## src/rtl/pipe_exe_mem.sv

```systemverilog
// ---------------------------------------------------------------------------
// pipe_exe_mem
// Execute-to-memory pipeline register with a two-entry skid buffer.
//
// The "main" entry drives the memory-stage outputs. The "skid" entry catches
// a beat that was accepted while main was stalled. in_ready comes straight
// from a flop (!skid_valid), so there is no combinational path from
// out_ready back to in_ready.
//
// Optional feature, selected by the macro PIPE_EXE_MEM_COND_EN:
//   When defined, each accepted beat has its ARM condition (cond_in) checked
//   against flags_in. A failed condition stores reg_write=0 and mem_write=0.
//   The beat still takes an entry, so ordering is unchanged.
//   When undefined, cond_in and flags_in are ignored.
//
// Ports:
//   clk, rst        rising-edge clock; asynchronous active-high reset
//   flush           synchronous kill of both entries and any offered beat
//   in_valid/ready  execute-side handshake
//   alu_result_in, write_data_in, wa3_in, reg_write_in, mem_write_in,
//   mem_to_reg_in   execute-stage beat contents
//   cond_in, flags_in  condition field and {N,Z,C,V}
//   out_valid/ready memory-side handshake
//   *_out           beat held in main; control bits forced to 0 when idle
//   occupancy       number of held beats (0..2)
// ---------------------------------------------------------------------------
module pipe_exe_mem (
    input  logic        clk,
    input  logic        rst,
    input  logic        flush,
    input  logic        in_valid,
    output logic        in_ready,
    input  logic [31:0] alu_result_in,
    input  logic [31:0] write_data_in,
    input  logic [3:0]  wa3_in,
    input  logic        reg_write_in,
    input  logic        mem_write_in,
    input  logic        mem_to_reg_in,
    input  logic [3:0]  cond_in,
    input  logic [3:0]  flags_in,
    output logic        out_valid,
    input  logic        out_ready,
    output logic [31:0] alu_result_out,
    output logic [31:0] write_data_out,
    output logic [3:0]  wa3_out,
    output logic        reg_write_out,
    output logic        mem_write_out,
    output logic        mem_to_reg_out,
    output logic [1:0]  occupancy
);

    typedef struct packed {
        logic [31:0] alu_result;
        logic [31:0] write_data;
        logic [3:0]  wa3;
        logic        reg_write;
        logic        mem_write;
        logic        mem_to_reg;
    } beat_t;

    beat_t main_q;
    beat_t skid_q;
    beat_t in_beat;
    logic  main_valid;
    logic  skid_valid;
    logic  accept;
    logic  retire;
    logic  cond_ok;

`ifdef PIPE_EXE_MEM_COND_EN
    // ARM condition evaluation; flags are packed {N,Z,C,V}.
    function automatic logic cond_pass(input logic [3:0] cond,
                                       input logic [3:0] flags);
        logic n, z, c, v;
        logic result;
        {n, z, c, v} = flags;
        case (cond)
            4'b0000: result = z;
            4'b0001: result = !z;
            4'b0010: result = c;
            4'b0011: result = !c;
            4'b0100: result = n;
            4'b0101: result = !n;
            4'b0110: result = v;
            4'b0111: result = !v;
            4'b1000: result = c && !z;
            4'b1001: result = !c || z;
            4'b1010: result = (n == v);
            4'b1011: result = (n != v);
            4'b1100: result = !z && (n == v);
            4'b1101: result = z || (n != v);
            default: result = 1'b1;
        endcase
        return result;
    endfunction

    assign cond_ok = cond_pass(cond_in, flags_in);
`else
    // Condition inputs are kept on the port list but have no effect.
    logic unused_cond;
    assign unused_cond = ^{cond_in, flags_in};
    assign cond_ok     = 1'b1;
`endif

    // A failed condition squashes the architectural side effects but keeps
    // the beat itself, so downstream ordering is unaffected.
    always_comb begin
        in_beat            = '0;
        in_beat.alu_result = alu_result_in;
        in_beat.write_data = write_data_in;
        in_beat.wa3        = wa3_in;
        in_beat.reg_write  = reg_write_in && cond_ok;
        in_beat.mem_write  = mem_write_in && cond_ok;
        in_beat.mem_to_reg = mem_to_reg_in;
    end

    assign in_ready = !skid_valid;
    assign accept   = in_valid && in_ready;
    assign retire   = main_valid && out_ready;

    // Main is refilled whenever it is empty or retiring: skid has priority
    // (it is older), otherwise a newly accepted beat goes straight in. When
    // main is stalled, an accepted beat parks in skid. skid_valid implies
    // in_ready=0, so the skid-to-main move never coincides with an accept.
    always_ff @(posedge clk or posedge rst) begin
        if (rst) begin
            main_valid <= 1'b0;
            skid_valid <= 1'b0;
            main_q     <= '0;
            skid_q     <= '0;
        end else if (flush) begin
            main_valid <= 1'b0;
            skid_valid <= 1'b0;
        end else if (!main_valid || retire) begin
            if (skid_valid) begin
                main_q     <= skid_q;
                main_valid <= 1'b1;
                skid_valid <= 1'b0;
            end else if (accept) begin
                main_q     <= in_beat;
                main_valid <= 1'b1;
            end else begin
                main_valid <= 1'b0;
            end
        end else if (accept) begin
            skid_q     <= in_beat;
            skid_valid <= 1'b1;
        end
    end

    assign out_valid      = main_valid;
    assign alu_result_out = main_q.alu_result;
    assign write_data_out = main_q.write_data;
    assign wa3_out        = main_q.wa3;
    assign reg_write_out  = main_valid && main_q.reg_write;
    assign mem_write_out  = main_valid && main_q.mem_write;
    assign mem_to_reg_out = main_valid && main_q.mem_to_reg;
    assign occupancy      = {1'b0, main_valid} + {1'b0, skid_valid};

endmodule

```

## config.mk

```make
export PLATFORM = sky130hd
export DESIGN_NAME = pipe_exe_mem
export DESIGN_NICKNAME = d
export VERILOG_FILES = /design/src/rtl/pipe_exe_mem.sv
export SDC_FILE = /design/constraint.sdc
export NUM_CORES = 1
export LEC_CHECK = 0
export ABC_AREA = 1
export CAP_MARGIN = 20
export CORE_MARGIN = 2
export CORE_UTILIZATION = 50
export CTS_CLUSTER_SIZE = 20
export DETAILED_ROUTE_END_ITERATION = 12
export DONT_BUFFER_PORTS = 1
export GPL_ROUTABILITY_DRIVEN = 0
export SYNTH_ARGS = -nofsm -noshare
export SYNTH_HDL_FRONTEND = slang
export SYNTH_SLANG_ARGS = --single-unit
```

## constraint.sdc

```tcl
create_clock -name clk -period 8.3 [get_ports clk]
set_clock_uncertainty 0.2 [all_clocks]
set_input_delay 2.49 -clock clk [delete_from_list [all_inputs] [get_ports clk]]
set_output_delay 2.49 -clock clk [all_outputs]
set_load 0.03 [all_outputs]
```

==> metrics.cfg <==
[drt]
drt-initial-drc-count = 401
num_vias = 5463
avgRoutedWirePerCell_um = 16.4
drc = 0
dr.pass1.iters = 4
avgViaCountPerCell = 5.33
ant_nets = 0
wirelength_um = 16800

[timing]
setup_viol_count_final = 0
slew_headroom = 0.386
rsz0062_at_grt = no
hold_viol = 0
final_max_slew_viol_count = 0
fin_crit_ns = 4.54
tns_ns = 0
max_slew.worst_pin.slew_ns = 0.920
finalCritPeriodShare = 0.547
hold_slack_ns = 0.270
clock.fmax_ghz = 0.220

[place]
port_buffers = 0
dp_hpwl_um = 9480
place_area_um2 = 6620

[flow_run]
max-cap-violations = 0

[min_path]
hp-start = skid_q[2]
holdPathEnd = skid_q[2]
hold_path.class = register to register
min_path_cells = 2

[clocking]
cts_sinks = 144
clk_latency_ns = 0.42
cts_setup_buffers = 0
cts_htree_levels = 4
cts_hold_buffers = 0
clk_pin_slew_ns = 0.06
clockBufferDepth = 2
cts_resized = 0
cts_buffers = 17
cts-root-buf = clkbuf_16
cts_tree = yes

[worst_setup_path]
cp.required_ns = 8.46
critPathArrivalTime_ns = 4.69
rr_worst_depth = 7
cp-start-kind = input pin
r2r_start = skid_valid
worst_r2r_endpoint = alu_result_out[16]
cp_max_fo = 75
worstSetupPathType = input pin to register
reg2reg_setup_slack_ns = 4.91
cp-end-kind = register

[pwr]
ir_drop_uv = 139
total_power_uw = 2050
power_density_nw_per_um2 = 283
p_leak_uw = 0.00403

[cells_and_area]
fillCellCount = 1346
final_area_um2 = 7250
finish.utilization = 0.524
syn_to_final_growth_pct = 2.49
drive_gt1_frac = 0.0568
layout.area.seq_um2 = 3600
num_antenna_cells = 0
multi_input_area_um2 = 2690
nets = 918

[synthesis]
syn-num-nets = 1018
ys_ff_latch = 144
synth_top_area_frac = 0.510
netlist_instances = 933
seq_area_frac_synth = 0.510
syn_area_per_cell_um2 = 7.58
synth_area_um2 = 7070
yosys-top-cells-area = dfrtp_1, nand2_1, nand3_1
synth_cell_types = 14
synth_area_leader_cell = dfrtp_1
yosysWarnings = 0

[die]
dieWidth_um = 123
coreArea_um2 = 13800
die-area_um2 = 15100
start_util = 0.511
row_count = 43
die_h_um = 123
ios = 159

[global_route]
antenna_found_initial = 0
grt_pass1_wl_um = 27500
gr-total-overflow = 0
grt_max_degree = 95
grt_pass1_vias = 5488
grt_use_total = 0.236

[run_status]
status = complete, no violations

## power by group
part,leakage (µW),total (µW),internal [µW],switching (µW)
clock network,0.000308,824,536,288
logic,0.00191,204,70.1,134
registers,0.00181,1020,834,190
total,0.00403,2050,1440,613
## worst max-delay path by stage
| stage | start | to | slack, ns | cells after the start |
|---|---|---|---|---|
| 2_1_floorplan | rst | alu_result_out[0] | 1.74 | 1 |
| 3_3_place_gp | out_ready | skid_q[1] | 3.34 | 6 |
| 3_5_place_dp | out_ready | skid_q[64] | 3.32 | 6 |
| 4_1_cts | out_ready | skid_q[64] | 3.77 | 6 |
| 5_1_grt | out_ready | skid_q[38] | 3.57 | 6 |
| 6_report | out_ready | skid_q[64] | 3.76 | 6 |
## flip-flops by register name, indices dropped and copies added, names as in the netlist
signal	cells
write_data_out	32
main_q	3
wa3_out	4
alu_result_out	32
skid_valid	1
skid_q	71
out_valid	1
## routing by layer
layer	track usage	routed length, µm	share of wire
met1	0.291	7180	0.43
met2	0.390	7940	0.47
met3	0.0812	1460	0.086
met4	0.0776	261	0.015
met5	0	0	0
## cells in the final DEF, fill, tap and decap left out
| cell type | n |
|---|---|
| nand3_1 | 142 |
| clkinv_2 | 5 |
| nor2_4 | 3 |
| buf_4 | 7 |
| nor2_1 | 2 |
| dfrtp_2 | 1 |
| clkbuf_1 | 1 |
| clkinvlp_4 | 2 |
| nor3_1 | 1 |
| inv_1 | 5 |
| nand3_4 | 1 |
| nand2_4 | 1 |
| inv_6 | 1 |
| nand3_2 | 1 |
| nand2_1 | 501 |
| dfrtp_1 | 143 |
| bufinv_16 | 5 |
| a21oi_1 | 1 |
| inv_2 | 3 |
| clkbuf_16 | 17 |
| clkbuf_8 | 1 |
| ha_1 | 1 |
## synth_stat cells
cell type	instances
ha_1	1
nor3_1	1
a21oi_1	1
buf_4	68
nand3_1	144
buf_2	44
nor2_1	3
clkbuf_1	8
inv_1	6
nand2_1	502
buf_1	6
inv_2	3
nor2_2	2
dfrtp_1	144
## final cells by class
| type | instances | share of cell area |
|---|---|---|
| clock buffers | 19 | 0.0611 |
| clock inverters | 12 | 0.0262 |
| inverters | 9 | 0.00535 |
| multi-input cells | 654 | 0.372 |
| flip-flops and latches | 144 | 0.497 |
| well taps | 180 | 0.0311 |
| repair buffers | 7 | 0.00725 |
## kinds of logic after synthesis
group	synth area share
AOI/OAI and AO/OA	0.000707
adders and majority gates	0.00177
buffers and inverters	0.116
DFF	0.510
and+or+nand+nor	0.372
## through the flow
| step | std cells | setup WS (ns) |
|---|---|---|
| after floorplan | 933 | 1.74 |
| after global placement | 994 | 3.34 |
| after detailed placement | 994 | 3.32 |
| after CTS | 1025 | 3.77 |
| after global routing | 1025 | 3.57 |
| final | 1025 | 3.76 |
## critical path, cell delays in order
cell and delay [ns]:
inv_1 0.07, nand2_4 0.47, nor2_4 0.83, buf_4 0.54, nand3_1 0.14, nand2_1 0.11
Note: power is estimated with default switching activity, not from simulation.
